## config.mk

```make
export PLATFORM = sky130hd
export DESIGN_NAME = tmds_half_splitter
export DESIGN_NICKNAME = d
export VERILOG_FILES = /design/src/rtl/tmds_half_splitter_pkg.sv /design/src/rtl/tmds_half_splitter_sym_fifo.sv /design/src/rtl/tmds_half_splitter.sv
export SDC_FILE = /design/constraint.sdc
export NUM_CORES = 1
export LEC_CHECK = 0
export ABC_AREA = 1
export BUFFER_PORTS_ARGS = -buffer_cell sky130_fd_sc_hd__buf_2
export CAP_MARGIN = 10
export CORE_ASPECT_RATIO = 1.5
export CORE_MARGIN = 2
export CORE_UTILIZATION = 45
export DETAILED_ROUTE_END_ITERATION = 10
export MAX_ROUTING_LAYER = met4
export SYNTH_ARGS = -nofsm -noshare
export SYNTH_HDL_FRONTEND = slang
export SYNTH_SLANG_ARGS = --single-unit
```

## constraint.sdc

```tcl
create_clock -name pclkx2 -period 3.9 [get_ports pclkx2]
set_input_delay 0.39 -clock pclkx2 [delete_from_list [all_inputs] [get_ports pclkx2]]
set_output_delay 0.39 -clock pclkx2 [all_outputs]
set_load 0.03 [all_outputs]
```

## src/rtl/tmds_half_splitter_pkg.sv

```systemverilog
// tmds_half_splitter_pkg: shared TMDS symbol constants, triple type and lane helpers
package tmds_half_splitter_pkg;
    localparam logic [9:0] TMDS_CTRL0 = 10'b1101010100;
    localparam logic [4:0] CLK_PAT_HI = 5'b11111;
    localparam logic [4:0] CLK_PAT_LO = 5'b00000;
    localparam logic [20:0] PRBS_SEEDS = {7'h2A, 7'h55, 7'h01};
    typedef logic [29:0] sym3_t;
    function automatic logic [9:0] sym3_lane(input sym3_t s, input int unsigned n);
        return s[n*10 +: 10];
    endfunction
    function automatic sym3_t sym3_fill(input logic [9:0] f);
        return {f, f, f};
    endfunction
    function automatic logic [14:0] sym3_half(input sym3_t s, input logic hi);
        logic [9:0] l0, l1, l2;
        l0 = sym3_lane(s, 0);
        l1 = sym3_lane(s, 1);
        l2 = sym3_lane(s, 2);
        return hi ? {l2[9:5], l1[9:5], l0[9:5]} : {l2[4:0], l1[4:0], l0[4:0]};
    endfunction
    function automatic logic [16:0] prbs7_x10(input logic [6:0] s);
        logic [6:0] st;
        logic [9:0] b;
        st = s;
        b = '0;
        for (int i = 0; i < 10; i++) begin
            b[i] = st[6] ^ st[5];
            st = {st[5:0], b[i]};
        end
        return {st, b};
    endfunction
endpackage

```

## src/rtl/tmds_half_splitter_sym_fifo.sv

```systemverilog
// tmds_sym_fifo: small synchronous FIFO of TMDS symbol triples
module tmds_sym_fifo #(
    parameter int DEPTH = 4,
    parameter int W = 30,
    localparam int AW = $clog2(DEPTH)
) (
    input  logic          pclkx2,
    input  logic          serdes_rst,
    input  logic          push_i,
    input  logic          pop_i,
    input  logic [W-1:0]  din_i,
    output logic [W-1:0]  dout_o,
    output logic [AW:0]   count_o,
    output logic          empty_o
);
    localparam logic [AW:0] DEPTH_C = (AW+1)'(DEPTH);
    logic [W-1:0] mem_q [DEPTH];
    logic [AW-1:0] wp_q, rp_q;
    logic [AW:0] cnt_q;
    logic wr, rd;
    assign wr = push_i && (cnt_q != DEPTH_C);
    assign rd = pop_i && (cnt_q != '0);
    assign dout_o = mem_q[rp_q];
    assign count_o = cnt_q;
    assign empty_o = (cnt_q == '0);
    // Storage needs no reset; occupancy decides what is valid
    always_ff @(posedge pclkx2)
        if (wr) mem_q[wp_q] <= din_i;
    // Pointers wrap naturally at the power-of-two depth
    always_ff @(posedge pclkx2 or posedge serdes_rst)
        if (serdes_rst) begin
            wp_q <= '0;
            rp_q <= '0;
            cnt_q <= '0;
        end else begin
            if (wr) wp_q <= wp_q + 1'b1;
            if (rd) rp_q <= rp_q + 1'b1;
            cnt_q <= cnt_q + (AW+1)'(wr) - (AW+1)'(rd);
        end
endmodule

```

## src/rtl/tmds_half_splitter.sv

```systemverilog
// tmds_half_splitter: TMDS triples split into 5-bit halves per pclkx2 cycle; TMDS_SPLIT_PRBS_EN adds a PRBS7 test mode
module tmds_half_splitter
    import tmds_half_splitter_pkg::*;
#(
    parameter int DEPTH = 4,
    parameter logic [9:0] FILL_SYM = TMDS_CTRL0,
    parameter int CNT_W = 16
) (
    input  logic             pclkx2,
    input  logic             serdes_rst,
    input  logic             enable,
`ifdef TMDS_SPLIT_PRBS_EN
    input  logic             prbs_mode,
`endif
    input  logic             in_valid,
    output logic             in_ready,
    input  logic [29:0]      in_data,
    output logic [4:0]       out_lane0,
    output logic [4:0]       out_lane1,
    output logic [4:0]       out_lane2,
    output logic [4:0]       out_clk,
    output logic             out_phase,
    output logic             underflow,
    output logic [CNT_W-1:0] underflow_cnt
);
    localparam int AW = $clog2(DEPTH);
    localparam logic [AW:0] DEPTH_C = (AW+1)'(DEPTH);
    sym3_t hold_q, hold_d, fifo_dout, prbs_sym;
    logic [AW:0] fifo_cnt;
    logic fifo_empty, push, pop, reload, prbs, uf_d;
    logic phase_q, ophase_q, uf_q;
    logic [14:0] lanes_q;
    logic [4:0] clk_q;
    logic [CNT_W-1:0] cnt_q, cnt_d;

    assign in_ready = !serdes_rst && !prbs && (fifo_cnt < DEPTH_C);
    assign push = in_valid && in_ready;

    tmds_sym_fifo #(.DEPTH(DEPTH), .W(30)) u_fifo (
        .pclkx2     (pclkx2),
        .serdes_rst (serdes_rst),
        .push_i     (push),
        .pop_i      (pop),
        .din_i      (in_data),
        .dout_o     (fifo_dout),
        .count_o    (fifo_cnt),
        .empty_o    (fifo_empty)
    );

`ifdef TMDS_SPLIT_PRBS_EN
    logic [2:0][6:0] prbs_q, prbs_d;
    assign prbs = prbs_mode;
    // Ten PRBS7 steps per lane form the candidate hold value in test mode
    always_comb begin
        prbs_d = prbs_q;
        prbs_sym = '0;
        for (int k = 0; k < 3; k++) {prbs_d[k], prbs_sym[k*10 +: 10]} = prbs7_x10(prbs_q[k]);
    end
    // Generators advance only when a test-mode reload consumes their bits
    always_ff @(posedge pclkx2 or posedge serdes_rst)
        if (serdes_rst) prbs_q <= PRBS_SEEDS;
        else if (reload && prbs) prbs_q <= prbs_d;
`else
    assign prbs = 1'b0;
    assign prbs_sym = '0;
`endif

    // Reload the hold register while its high half is on the wire
    always_comb begin
        reload = ophase_q;
        pop = reload && enable && !prbs && !fifo_empty;
        uf_d = reload && enable && !prbs && fifo_empty;
        hold_d = !reload ? hold_q : prbs ? prbs_sym : pop ? fifo_dout : sym3_fill(FILL_SYM);
        cnt_d = (uf_d && !(&cnt_q)) ? cnt_q + 1'b1 : cnt_q;
    end

    // Register the half selected by phase, taken from the post-reload hold value
    always_ff @(posedge pclkx2 or posedge serdes_rst)
        if (serdes_rst) begin
            phase_q <= 1'b0;
            ophase_q <= 1'b0;
            hold_q <= sym3_fill(FILL_SYM);
            lanes_q <= '0;
            clk_q <= CLK_PAT_LO;
            uf_q <= 1'b0;
            cnt_q <= '0;
        end else begin
            phase_q <= !phase_q;
            ophase_q <= phase_q;
            hold_q <= hold_d;
            lanes_q <= sym3_half(hold_d, phase_q);
            clk_q <= phase_q ? CLK_PAT_LO : CLK_PAT_HI;
            uf_q <= uf_d;
            cnt_q <= cnt_d;
        end

    assign out_lane0 = lanes_q[4:0];
    assign out_lane1 = lanes_q[9:5];
    assign out_lane2 = lanes_q[14:10];
    assign out_clk = clk_q;
    assign out_phase = ophase_q;
    assign underflow = uf_q;
    assign underflow_cnt = cnt_q;
endmodule
```

# --- Word-level counts from Yosys, hierarchy flattened ---
# Memory sizes are Yosys's and may differ from the RTL's.
# Cells that the tools add are included.
# W data, S select, Z words.
classes:
  bitwise_logic: 0
  n_shift: 0
  muxes: 6
  reduce_logical: 15
  magnitude_cmp: 1
  multipliers: 0
  n_div: 0
  n_eq_ne: 1
  addsub: 5
ops:
  columns: ["op", "count"]
  rows:
  - ["$mux W30", 2]
  - ["$add A16 B1 Y16 const B", 1]
  - ["$reduce_and A16 Y1", 1]
  - ["$mux W15", 1]
  - ["$logic_and A1 B1 Y1", 8]
  - ["$mux W5", 1]
  - ["$add A2 B1 Y2 const B", 2]
  - ["$logic_not A1 Y1", 4]
  - ["$add A3 B1 Y3", 1]
  - ["$logic_not A3 Y1", 1]
  - ["$lt A3 B3 Y1 const B", 1]
  - ["$ne A3 B3 Y1 const B", 1]
  - ["$reduce_bool A3 Y1", 1]
  - ["$sub A3 B1 Y3", 1]
  - ["$mux W1", 2]
word_totals:
  mem_bits_ro: 0
  regBits: 76
  ram_bits: 120
  elab_cells: 39
  latch_bits: 0
  output_inout_bits: 39
  in_bits: 34
  mem_count: 1
mem_list:
  columns: ["memory", "depth", "word_bits", "rd", "rd_ports_with_merged_regs", "write_ports", "line_no", "source"]
  rows:
  - ["u_fifo.mem_q", 4, 30, 1, 0, 1, "tmds_half_splitter_sym_fifo.sv:17", "logic [W-1:0] mem_q [DEPTH];"]

# --- Logic depth before layout (Yosys ltp) ---
# Gate-level depths: netlist of run 1.
depth:
  ltp_word: 6
  mapped_depth: 10
  mapped_depth_nobuf: 9

# --- Cells and area by module ---
# From an unflattened synthesis of run 1, not the netlist that was laid out.
unflattened:
  hier_cells: 759
  area_unflattened_um2: 7977.7
by_module_without_submodules:
  columns: ["module", "instances", "area_per_inst_um2", "cells_each"]
  rows:
  - ["tmds_sym_fifo", 1, 5134.9, 438]
  - ["tmds_half_splitter", 1, 2842.7, 321]

# --- Worst setup path before layout of run 1 ---
# OpenSTA, ideal clock, no wires.
synth_path:
  path_type: "flip-flop to flip-flop"
  startpoint: "register u_fifo.cnt_q[2] (netlist: u_fifo.count_o[2])"
  endpoint: "memory u_fifo.mem_q[0][0] (enable)"
  path_slack_ns: 1.054
  setup_ns: 0.417
  path_stages_with_launch: 4
  t_arrival_ns: 2.429
  cell_sequence: "dfrtp_1 -> nor2_1 -> nand2_1 -> nor2_1"
synth_via:
  elab_chain_cells: 6
  elab_cells_between_ends: 7
  classes_between: "1 x order compare; 1 x eq/ne; 2 x mux; 3 x reduce/logical"
synth_rtl:
  columns: ["item", "line_no", "source"]
  rows:
  - ["start, declared", "tmds_half_splitter_sym_fifo.sv:19", "logic [AW:0] cnt_q;"]
  - ["start signal, assigned", "tmds_half_splitter_sym_fifo.sv:38", "cnt_q <= cnt_q + (AW+1)'(wr) - (AW+1)'(rd);"]
  - ["$lt A3 B3 Y1", "tmds_half_splitter.sv:36", "assign in_ready = !serdes_rst && !prbs && (fifo_cnt < DEPTH_C);"]
  - ["$logic_and A1 B1 Y1", "tmds_half_splitter.sv:36", null]
  - ["via in_ready", "tmds_half_splitter.sv:16", "output logic in_ready,"]
  - ["$logic_and A1 B1 Y1", "tmds_half_splitter.sv:37", "assign push = in_valid && in_ready;"]
  - ["$logic_and A1 B1 Y1", "tmds_half_splitter_sym_fifo.sv:21", "assign wr = push_i && (cnt_q != DEPTH_C);"]
  - ["$mux W1", "tmds_half_splitter_sym_fifo.sv:28", "if (wr) mem_q[wp_q] <= din_i;"]
  - ["$mux W1 (implied by the code)", "tmds_half_splitter_sym_fifo.sv:28", null]
  - ["end, declared", "tmds_half_splitter_sym_fifo.sv:17", null]
# The timed path passes the listed nets, and every way through them passes these cells.

# --- Final worst setup path of run 1 ---
layout_path:
  startpoint: "register ophase_q (netlist: out_phase)"
  endpoint: "register u_fifo.cnt_q[2] (netlist: u_fifo.count_o[2])"
layout_via:
  elab_chain_cells: 4
layout_rtl:
  columns: ["item", "line_no", "source"]
  rows:
  - ["start, declared", "tmds_half_splitter.sv:31", "logic phase_q, ophase_q, uf_q;"]
  - ["start signal, assigned", "tmds_half_splitter.sv:89", "ophase_q <= phase_q;"]
  - ["$logic_and A1 B1 Y1 (2 in series)", "tmds_half_splitter.sv:71", "pop = reload && enable && !prbs && !fifo_empty;"]
  - ["$logic_and A1 B1 Y1", "tmds_half_splitter_sym_fifo.sv:22", "assign rd = pop_i && (cnt_q != '0);"]
  - ["$sub A3 B1 Y3", "tmds_half_splitter_sym_fifo.sv:38", null]
# No other way between the ends.
# A chain may end at the register's enable or synchronous reset.

==> impl_results.md, run 1 <==
- Status: complete, no violations
- Post-synth ARST share: 0.372
- Total wire length: 17000 µm
- CTS sink cnt: 191
- H-tree Lvls: 4
- Share of layout cells above drive strength 1: 0.205
- Top cell type's share of synthesized area: 0.456
- Root Driver: clkbuf_16
- Layout Skew: 0.00925 ns
- Fin. Hold Viols: 0
- # IOs: 73
- Starting density of the core: 0.457
- Clock buffer depth: 2
- Kind of critical path: reg -> reg
- Clk pwr share: 0.282
- Worst-path clk slew: 0.07 ns
- Combinational share of power: 0.267
- Initial drt markers: 263
- DRC Markers: 0
- Final period util: 0.650
- # resized after CTS: 0
- Hold Buf Count CTS: 0
- Max Slew Vio Count: 0
- Pint: 4.02 mW
- Hold WC Path Type: in -> reg
- Synth unique cells: 30
- Final setup TNS: 0 ns
- CTS tree: built
- PwrDens: 669 nW/µm²
- Layout area overhead: 14.2%
- GPL Wtd Cong: 0.820
- Antenna violations before repair: 0
- Die area: 18600 µm²
- Mapped Nets: 768
- F_max: 0.395 GHz
- ANT nets after route: 0
- Fin nets: 834
- Diode count: 0
- Die X: 112 µm
- Vias in the first global route: 5151
- Number of max-cap violations: 0
- GRT Total Usage: 0.192
- Worst-Margin Slew: 0.958 ns
- Sw Share: 0.333
- Routed vias: 5250
- PortBufs: 72
- Core area: 17300 µm²
- Syn. warnings: 0
- Largest area contributor in the netlist: edfxtp_1
- Synth Register Bits: 191
- Design area: 9020 µm²
- Top cells by count, synth: nand2_1 (210), edfxtp_1 (120), nand3_1 (81)
- Avg Cell Area, Syn: 10.9 µm²
- Post-synthesis cell area: 7900 µm²
- Post-CTS Setup Repair Bufs: 0
- Post-synth EDFFs: 120
- Final min period: 2.53 ns
- Top-count cell post-synth: nand2_1
- GRT Residual Overflow: 0
- Worst slew margin: 0.361
- Total CTS buffers: 17
- CP endpoint kind: register
- DP HPWL: 10700 µm
- Psw: 2.01 mW
- CP arrival: 2.84 ns
- Vias per cell: 5.16
- Cells after Synth: 726
- R2r worst-path depth: 9
- CP required: 4.21 ns
- Main synth FF type: edfxtp_1
- Num rows: 59
- Hold depth: 1
- Synth top area cells: edfxtp_1 (46%), dfrtp_1 (18%), nand2_1 (10%)
- Chip height: 166 µm
- Largest net degree at the start of global routing: 63
- Maximum VDD drop: 0.405 mV
- CP Launch Type: register
- Worst-path maximum fanout: 33
- Global-route wire length before repair: 27000 µm
- Sequential share of the synthesized area: 0.684
- Worst skew pair latency: 0.43 ns
- RSZ-0062 raised after global routing: no
- Setup Viol. Count Final: 0
- Average wire per standard cell: 16.7 µm
- Sequential share of power: 0.451
- Pre-antenna DRT Iters: 4
- P_leak: 3.79 nW
- Placed cell area: 8410 µm²
cells by family (layout without fill, tap and decap cells):
| family | count (synthesis) | after routing | share of synthesized area |
|---|---|---|---|
| adder cells (fa/ha/maj) | 8 | 8 | 0.0136 |
| buffers and inverters | 75 | 154 | 0.0429 |
| AND/OR/NAND/NOR | 404 | 404 | 0.221 |
| AO/OA/AOI/OAI | 36 | 36 | 0.0252 |
| flip-flops | 191 | 191 | 0.684 |
| XOR/XNOR | 12 | 12 | 0.0133 |
state kept, by name (all words and copies together) (netlist names):
register / count
out_phase: 1
u_fifo.count_o: 3
underflow_cnt: 16
underflow: 1
out_clk: 1
u_fifo.wp_q: 2
u_fifo.rp_q: 2
lanes_q: 15
u_fifo.mem_q: 120
hold_q: 30
layout by cell type (no fill, tap or decap), types with 2 or more instances in the layout:
master / netlist / layout
o21ai_1: 6 / 6
nand2_4: 2 / 2
nand2_1: 210 / 210
nor2_4: 3 / 3
dfrtp_1: 56 / 55
ha_1: 7 / 7
nand3_1: 81 / 81
dfstp_2: 15 / 15
inv_1: 40 / 39
inv_2: 1 / 2
nand2_2: 7 / 7
or2_2: 15 / 15
buf_2: 10 / 72
bufinv_16: 0 / 2
nor2_2: 1 / 5
clkinvlp_4: 0 / 3
xnor2_1: 5 / 5
nor2_1: 77 / 73
o21ai_0: 28 / 28
nand4_1: 4 / 4
xor2_1: 7 / 7
buf_4: 8 / 8
clkinv_2: 0 / 2
inv_6: 0 / 5
clkbuf_16: 0 / 17
edfxtp_1: 120 / 120
per-stage QoR:
| step | total power [mW] | utilization | hold slack (ns) | std cells | setup slack, ns |
|---|---|---|---|---|---|
| 3_5_place_dp | 4.37 | 0.487 | 0.463 | 985 | 1.33 |
| 3_3_place_gp | 4.31 | 0.487 | 0.464 | 985 | 1.41 |
| 6_report | 6.03 | 0.522 | 0.168 | 1018 | 1.37 |
| 2_1_floorplan | 3.89 | - | 0.445 | 726 | 1.05 |
| 4_1_cts | 6.07 | 0.520 | 0.155 | 1017 | 1.32 |
| 5_1_grt | 6.38 | 0.522 | 0.155 | 1018 | 1.20 |
power groups by stage:
stage | Sequential, mW | Clock (mW) | Combinational [mW]
6_report | 2.72 | 1.70 | 1.61
3_5_place_dp | 2.76 | 0 | 1.60
2_1_floorplan | 2.89 | 0 | 1.00
4_1_cts | 2.72 | 1.74 | 1.61
5_1_grt | 2.75 | 1.83 | 1.80
3_3_place_gp | 2.75 | 0 | 1.56
layer usage:
| metal | global-route usage | wire, µm |
|---|---|---|
| met1 | 0.216 | 6960 |
| met3 | 0.0380 | 479 |
| met2 | 0.336 | 9040 |
| met4 | 0.0737 | 485 |
| met5 | - | 0 |
path summary, 6_finish.rpt:
path                                     start                            end  slack, ns
setup / recovery           out_phase$_DFF_PP0_    u_fifo.count_o[2]$_DFF_PP0_       1.37
hold / removal                     in_data[20]  u_fifo.mem_q[3][20]$_DFFE_PP_       0.17
setup reg to reg           out_phase$_DFF_PP0_    u_fifo.count_o[2]$_DFF_PP0_       1.37
hold reg to reg            hold_q[5]$_DFF_PP0_            hold_q[5]$_DFF_PP0_       0.48
max in group asynchronous           serdes_rst           hold_q[18]$_DFF_PP1_       2.74
min in group asynchronous           serdes_rst     u_fifo.rp_q[0]$_DFFE_PP0P_       0.18
critical path: stages, from the launching register on:
cell and delay [ns]:
dfrtp_1 0.68, nand2_2 0.17, a21oi_4 0.13, buf_4 0.38, ha_1 0.31, inv_1 0.06
ha_1 0.13, inv_1 0.05, fa_1 0.37, xnor2_1 0.14
final cells by class:
cell class / instances / area (µm²)
well taps: 213 / 267
fillers: 1565 / 8260
multi-input cells: 460 / 2170
flip-flops and latches: 191 / 5400
repair buffers: 81 / 448
inverters: 41 / 154
clock buffers: 18 / 429
clock inverters: 14 / 151
Power figures use the tool's default switching activity.
==> run 2: changes to the inputs <==
ABC_AREA = 0   (was 1)
clock period = 2.5 ns   (was 3.9 ns; I/O delays follow)
==> run 2 against run 1 <==
Effect of this change:
- worst hold slack worse by 0.14 ns
- design area fell by 4.4%
- cell count down 30%
- wire length decreased by 18%
- global-route usage decreased by 1.1 points
- synthesized area down 7.4%
- power is 49% higher
- synthesized cell count decreased by 44%
- sequential share of layout area increased by 2.7 points
- sequential power rose by 52%
- worst setup slack got worse by 1.1 ns
==> impl_results.md, run 2 <==
- CP Launch Type: register
- DRC Markers: 0 (unchanged)
- RSZ-0062 raised after global routing: no
- Worst-path maximum fanout: 4 (-88%)
- Area of the multi-input gates: 1760 µm² (-19%)
- Final min period: 2.26 ns (-0.270 ns)
- Synth top area cells: edfxtp_1 (49%), dfrtp_1 (19%), mux4_2 (9.2%)
- DP HPWL: 8580 µm (-20%)
- Initial drt markers: 272 (+3.4%)
- Main synth FF type: edfxtp_1
- Hold_sp: in_data[5]
- Cells after Synth: 403 (-44%)
- Largest net degree at the start of global routing: 59 (-6.3%)
- Die X: 108 µm (-3.6%)
- CP arrival: 2.61 ns (-0.23 ns)
- Chip height: 160 µm (-3.7%)
- PwrDens: 1040 nW/µm² (+55%)
- Register Area: 5400 µm² (unchanged)
- Status: complete, no violations
- Synth Register Bits: 191 (unchanged)
- End of the worst register-to-register path: u_fifo.count_o[2]$_DFF_PP0_
- Hold WC Path Type: in -> reg
- Hold Buf Count CTS: 1 (+1)
- Worst-path clk slew: 0.08 ns (about the same)
- Avg Cell Area, Syn: 18.1 µm² (+67%)
- Final period util: 0.906 (+0.256)
- Average wire per standard cell: 19.6 µm (+18%)
- Worst slew margin: 0.611 (+0.251)
- Post-synth EDFFs: 120 (unchanged)
- Top cells by count, synth: edfxtp_1 (120), dfrtp_1 (56), mux4_2 (30)
- Vias per cell: 5.39 (+4.4%)
- Diode count: 0 (unchanged)
- R2r worst-path depth: 10 (+1)
- FILL cells: 1280 (-18%)
- GRT Residual Overflow: 0 (unchanged)
- Commonest non-fill, non-tap cell in the layout: edfxtp_1
- Max reg flops: 120 (unchanged)
- Layout area overhead: 18.0%
- GRT Total Usage: 0.182 (-0.0108)
- Sw Share: 0.279 (-0.0543)
- GPL Wtd Cong: 0.782 (-4.6%)
- P_leak: 3.35 nW (-12%)
- Post-CTS Setup Repair Bufs: 0 (unchanged)
- Antenna violations before repair: 0 (unchanged)
- Psw: 2.50 mW (+24%)
- Core area: 16000 µm² (-7.1%)
- CTS tree: built
- Placed Cells: 677 (-31%)
- Total wire length: 13900 µm (-18%)
- Fin cells: 710 (-30%)
- Num rows: 57 (-3.4%)
- Top-count cell post-synth: edfxtp_1
- CTS sink cnt: 191 (unchanged)
- F_max: 0.442 GHz (+12%)
- Pre-antenna DRT Iters: 4 (unchanged)
- Biggest register: u_fifo.mem_q
- H-tree Lvls: 4 (unchanged)
- CP endpoint kind: register
- Post-synthesis cell area: 7310 µm² (-7.4%)
- CP required: 2.84 ns (-1.37 ns)
- Die area: 17300 µm² (-7.2%)
- Sequential share of power: 0.462 (+0.011)
- Post-synth ARST share: 0.372 (unchanged)
- Root Driver: clkbuf_16
- Worst-Margin Slew: 0.583 ns (-0.374 ns)
- Pint: 6.46 mW (+61%)
- Syn. warnings: 0 (unchanged)
- Largest area contributor in the netlist: edfxtp_1
- Most frequent cells in the layout: edfxtp_1 (120), buf_2 (72), dfrtp_1 (55)
- Clk pwr share: 0.319 (+0.037)
- Vias in the first global route: 4172 (-19%)
- Top cell type's share of synthesized area: 0.493 (+0.0365)
- Routed vias: 3824 (-27%)
- Kind of critical path: reg -> reg
- Sequential share of the synthesized area: 0.738 (+0.0547)
- Combinational share of power: 0.219 (-0.048)
- Fin nets: 533 (-36%)
- ANT nets after route: 0 (unchanged)
- Hold depth: 1 (unchanged)
- R2R Setup Slk: 0.24 ns (-1.13 ns)
- Clock buffer depth: 2 (unchanged)
- Fin. Hold Viols: 0 (unchanged)
- # resized after CTS: 0 (unchanged)
- Layout Skew: 0.0180 ns (+0.00876 ns)
- Mapped Nets: 445 (-42%)
- Starting density of the core: 0.456 (-0.00152)
- Share of layout cells above drive strength 1: 0.361 (+0.156)
- FF-to-FF Start: u_fifo.count_o[1]$_DFF_PP0_
- Worst skew pair latency: 0.42 ns (about the same)
- Final setup TNS: 0 ns (unchanged)
- # IOs: 73 (unchanged)
- Endpoint, Worst Hold: u_fifo.mem_q[1][5]$_DFFE_PP_
- Maximum VDD drop: 0.519 mV (+28%)
- Max Slew Vio Count: 0 (unchanged)
- Number of max-cap violations: 0 (unchanged)
- Setup Viol. Count Final: 0 (unchanged)
- PortBufs: 72 (unchanged)
- Synth unique cells: 42 (+40%)
- Total CTS buffers: 17 (unchanged)
- Global-route wire length before repair: 22700 µm (-16%)
run 2: final cells by class:
cell class | count | area share
clock inverters | 15 | 0.0232
multi-input cells | 179 | 0.204
repair buffers | 91 | 0.0630
clock buffers | 17 | 0.0493
flip-flops and latches | 191 | 0.626
well taps | 206 | 0.0299
inverters | 11 | 0.00479
run 2: power by group through the flow:
stage / Clock, mW / Sequential (mW) / Combinational (mW)
global route: 3.07 / 4.19 / 2.14
floorplan: 0 / 4.36 / 1.23
CTS: 2.91 / 4.15 / 2.01
global placement: 0 / 4.19 / 1.95
detailed placement: 0 / 4.21 / 2.01
finish: 2.86 / 4.14 / 1.96
run 2: layer usage:
metal / vias to the layer above / part of all wire / global-route usage
met5: - / 0 / -
met4: 0 / 0.014 / 0.0618
met3: 12 / 0.028 / 0.0404
met2: 74 / 0.55 / 0.306
met1: 1998 / 0.40 / 0.215
li1: 1740 / - / -
run 2: worst max-delay path by stage:
stage | from | to | slack, ns | depth (start not counted)
6_report | u_fifo.count_o[1]$_DFF_PP0_ | u_fifo.count_o[2]$_DFF_PP0_ | 0.24 | 10
3_5_place_dp | u_fifo.count_o[1]$_DFF_PP0_ | u_fifo.count_o[2]$_DFF_PP0_ | 0.26 | 10
2_1_floorplan | out_phase$_DFF_PP0_ | u_fifo.count_o[2]$_DFF_PP0_ | 0.04 | 11
4_1_cts | u_fifo.count_o[1]$_DFF_PP0_ | u_fifo.count_o[2]$_DFF_PP0_ | 0.23 | 10
3_3_place_gp | u_fifo.count_o[1]$_DFF_PP0_ | u_fifo.count_o[2]$_DFF_PP0_ | 0.31 | 10
5_1_grt | u_fifo.count_o[1]$_DFF_PP0_ | u_fifo.count_o[2]$_DFF_PP0_ | 0.1 | 10
run 2: worst max-delay path: stages (launching register included):
cell	delay, ns
dfrtp_1	0.44
or3_4	0.41
nand3_2	0.09
inv_1	0.06
ha_1	0.26
inv_1	0.06
ha_1	0.13
inv_1	0.05
fa_1	0.37
xnor2_1	0.18
xnor2_1	0.15
run 2: per-stage QoR:
stage               power, mW  instance area, µm²  hold slack [ns]  worst slack (ns)  utilization
finish                   8.96                8630           0.0332             0.235        0.538
global route             9.40                8630           0.0163            0.0985        0.538
CTS                      9.08                8630           0.0151             0.233        0.538
detailed placement       6.22                7990            0.250             0.257        0.498
global placement         6.14                7990            0.246             0.311        0.498
floorplan                5.59                7310            0.349            0.0374            -
run 2: logic make-up after synthesis:
kind of cell,count (synthesis),share of synthesized area
XOR/XNOR,15,0.0180
AO/OA/AOI/OAI,49,0.0519
flip-flops,191,0.738
multiplexers,38,0.105
adder cells (fa/ha/maj),8,0.0147
AND/OR/NAND/NOR,69,0.0512
buffers and inverters,33,0.0212
==> run 3: changes to the inputs <==
PLACE_DENSITY = 0.66   (was default)
SLEW_MARGIN = 15   (was default)
clock period = 2 ns   (was 2.5 ns; I/O delays follow)
==> run 3 against run 2 <==
Effect of this change:
- the run now ends with setup timing left
- sequential power increased by 24%
- first-iteration DRC count decreased by 31%
- utilization increased by 2.9 points
- critical path depth unchanged
- power increased by 23%
- design area increased by 5.4%
- flip-flop and latch count unchanged
- via count increased by 4.9%
- wire length decreased by 0.68%
- worst hold slack improved by 0.22 ns
- critical endpoint unchanged
- largest power group unchanged
- highest routed layer unchanged
==> impl_results.md, run 3 (synthesis gave the netlist of run 2 again) <==
- Status: finished, violations left
- Failing checks: setup timing
- Max incr delay on CP: 0.41 ns (-0.03 ns)
- Num rows: 57 (unchanged)
- Core area: 16000 µm² (unchanged)
- Die X: 108 µm (unchanged)
- Worst-Margin Slew: 0.389 ns (-0.194 ns)
- Worst slew margin: 0.740 (+0.129)
- Root Driver: clkbuf_16
- Vias per cell: 5.34 (-0.84%)
- CP cell instances: or3_4, nand3_4, inv_4, ha_4, inv_4, ha_4, inv_2, fa_2, xnor2_2, xnor2_1
- Chip height: 160 µm (unchanged)
- GPL Wtd Cong: 0.802 (+2.6%)
- DP HPWL: 8840 µm (+3.0%)
- F_max: 0.487 GHz (+10%)
- Worst-path maximum fanout: 2 (-2)
- Max reg flops: 120 (unchanged)
- Diode count: 0 (unchanged)
- Max Slew Vio Count: 0 (unchanged)
- H-tree Lvls: 4 (unchanged)
- Average wire per standard cell: 18.4 µm (-6.1%)
- Fin nets: 574 (+7.7%)
- Final period util: 1.03 (+0.120)
- Pre-antenna DRT Iters: 6 (+2)
- CP arrival: 2.36 ns (-0.25 ns)
- Global-route wire length before repair: 22200 µm (-1.9%)
- Worst Setup Slack, final: -0.0522 ns (-0.288 ns)
- Placed Cells: 687 (+1.5%)
- Hold_ws: 0.248 ns (+0.215 ns)
- Antenna violations before repair: 0 (unchanged)
- Dpl ws: -0.0831 ns (-0.340 ns)
- Worst-path clk slew: 0.07 ns (about the same)
- Hold WC Path Type: in -> reg
- Routed vias: 4011 (+4.9%)
- Fin cells: 751 (+5.8%)
- Fin. Hold Viols: 0 (unchanged)
- WP buf/inv: 3 (unchanged)
- GRT Total Usage: 0.176 (-0.00524)
- Layout Skew: 0.0110 ns (-0.00700 ns)
- Kind of critical path: reg -> reg
- Final min period: 2.05 ns (-0.212 ns)
- CP top delay family: adder cells
- RSZ-0062 raised after global routing: yes
- Slowest stage cell on the critical path: or3_4
- R2R Setup Slk: -0.05 ns (-0.29 ns)
- Biggest register: u_fifo.mem_q
- P_leak: 3.52 nW (+4.9%)
- Setup Viol. Count Final: 1 (+1)
- Layout area overhead: 24.3%
- CP endpoint kind: register
- Vias in the first global route: 4305 (+3.2%)
- Largest net degree at the start of global routing: 72 (+22%)
- Total wire length: 13800 µm (-0.68%)
- PortBufs: 72 (unchanged)
- GRT Residual Overflow: 0 (unchanged)
- Maximum VDD drop: 0.659 mV (+27%)
- DRC Markers: 0 (unchanged)
- Initial drt markers: 189 (-31%)
- ANT nets after route: 0 (unchanged)
- CTS tree: built
- Die area: 17300 µm² (unchanged)
- # IOs: 73 (unchanged)
- CP Launch Type: register
- Starting density of the core: 0.456 (unchanged)
- Total CTS buffers: 17 (unchanged)
- CTS sink cnt: 191 (unchanged)
- Commonest non-fill, non-tap cell in the layout: edfxtp_1
- Share of layout cells above drive strength 1: 0.380 (+0.0187)
- FILL cells: 1265 (-1.2%)
- Clock buffer depth: 2 (unchanged)
- Worst skew pair latency: 0.43 ns (about the same)
- CP required: 2.31 ns (-0.53 ns)
- PwrDens: 1220 nW/µm² (+17%)
- Most frequent cells in the layout: edfxtp_1 (120), buf_2 (72), dfrtp_1 (55)
- Number of max-cap violations: 0 (unchanged)
## run 3: final cells by class
cell class	instances	area, µm²	area share
Clock buffer	18	429	0.0472
Tap cell	206	258	0.0284
Inverter	11	46.3	0.00509
Timing Repair Buffer	132	988	0.109
Sequential cell	191	5400	0.594
Multi-Input combinational cell	179	1820	0.201
Clock inverter	14	145	0.0160
## run 3: power by group
group          switching [mW]  total [mW]  internal, mW
combinational            1.39        2.70          1.31
clock                    1.56        3.23          1.67
sequential              0.238        5.13          4.90
total                    3.18        11.1          7.88
## run 3: worst register-to-register path, stage by stage (launching register included)
cell	delay, ns
dfrtp_1	0.38
or3_4	0.41
nand3_4	0.09
inv_4	0.04
ha_4	0.22
inv_4	0.05
ha_4	0.12
inv_2	0.03
fa_2	0.35
xnor2_2	0.14
xnor2_1	0.12
## run 3: path summary, 6_finish.rpt
| path | startpoint | endpoint | cells past startpoint |
|---|---|---|---|
| worst max-delay path | u_fifo.count_o[0]$_DFF_PP0_ | u_fifo.count_o[2]$_DFF_PP0_ | 10 |
| worst min-delay path | enable | underflow$_DFF_PP0_ | 3 |
| worst max register to register | u_fifo.count_o[0]$_DFF_PP0_ | u_fifo.count_o[2]$_DFF_PP0_ | 10 |
| worst min register to register | hold_q[5]$_DFF_PP0_ | hold_q[5]$_DFF_PP0_ | 2 |
| max in group asynchronous | serdes_rst | hold_q[8]$_DFF_PP1_ | 4 |
| min in group asynchronous | serdes_rst | hold_q[20]$_DFF_PP0_ | 4 |
## run 3: timing repair
item,in CTS,in global routing
hold endpoints to repair,172,1
hold buffers,30,1
setup buffers,1,0
gates cloned,0,0
endpoints found under the setup margin,2,5
gates resized for setup,1,5
pin swaps,4,1
## run 3: metrics by stage
stage	setup TNS (ns)	instance area [µm²]	util	power, mW
after floorplan	-0.455	7370	-	7.04
after global placement	-0.0189	8180	0.509	7.83
after detailed placement	-0.0831	8180	0.509	7.92
after CTS	-0.0691	9060	0.565	11.2
after global routing	-0.142	9090	0.566	11.6
final	-0.0522	9090	0.566	11.1
## run 3: routing by layer
metal	global-route usage	part of all wire
met1	0.196	0.40
met2	0.308	0.55
met3	0.0392	0.031
met4	0.0629	0.019
met5	-	0
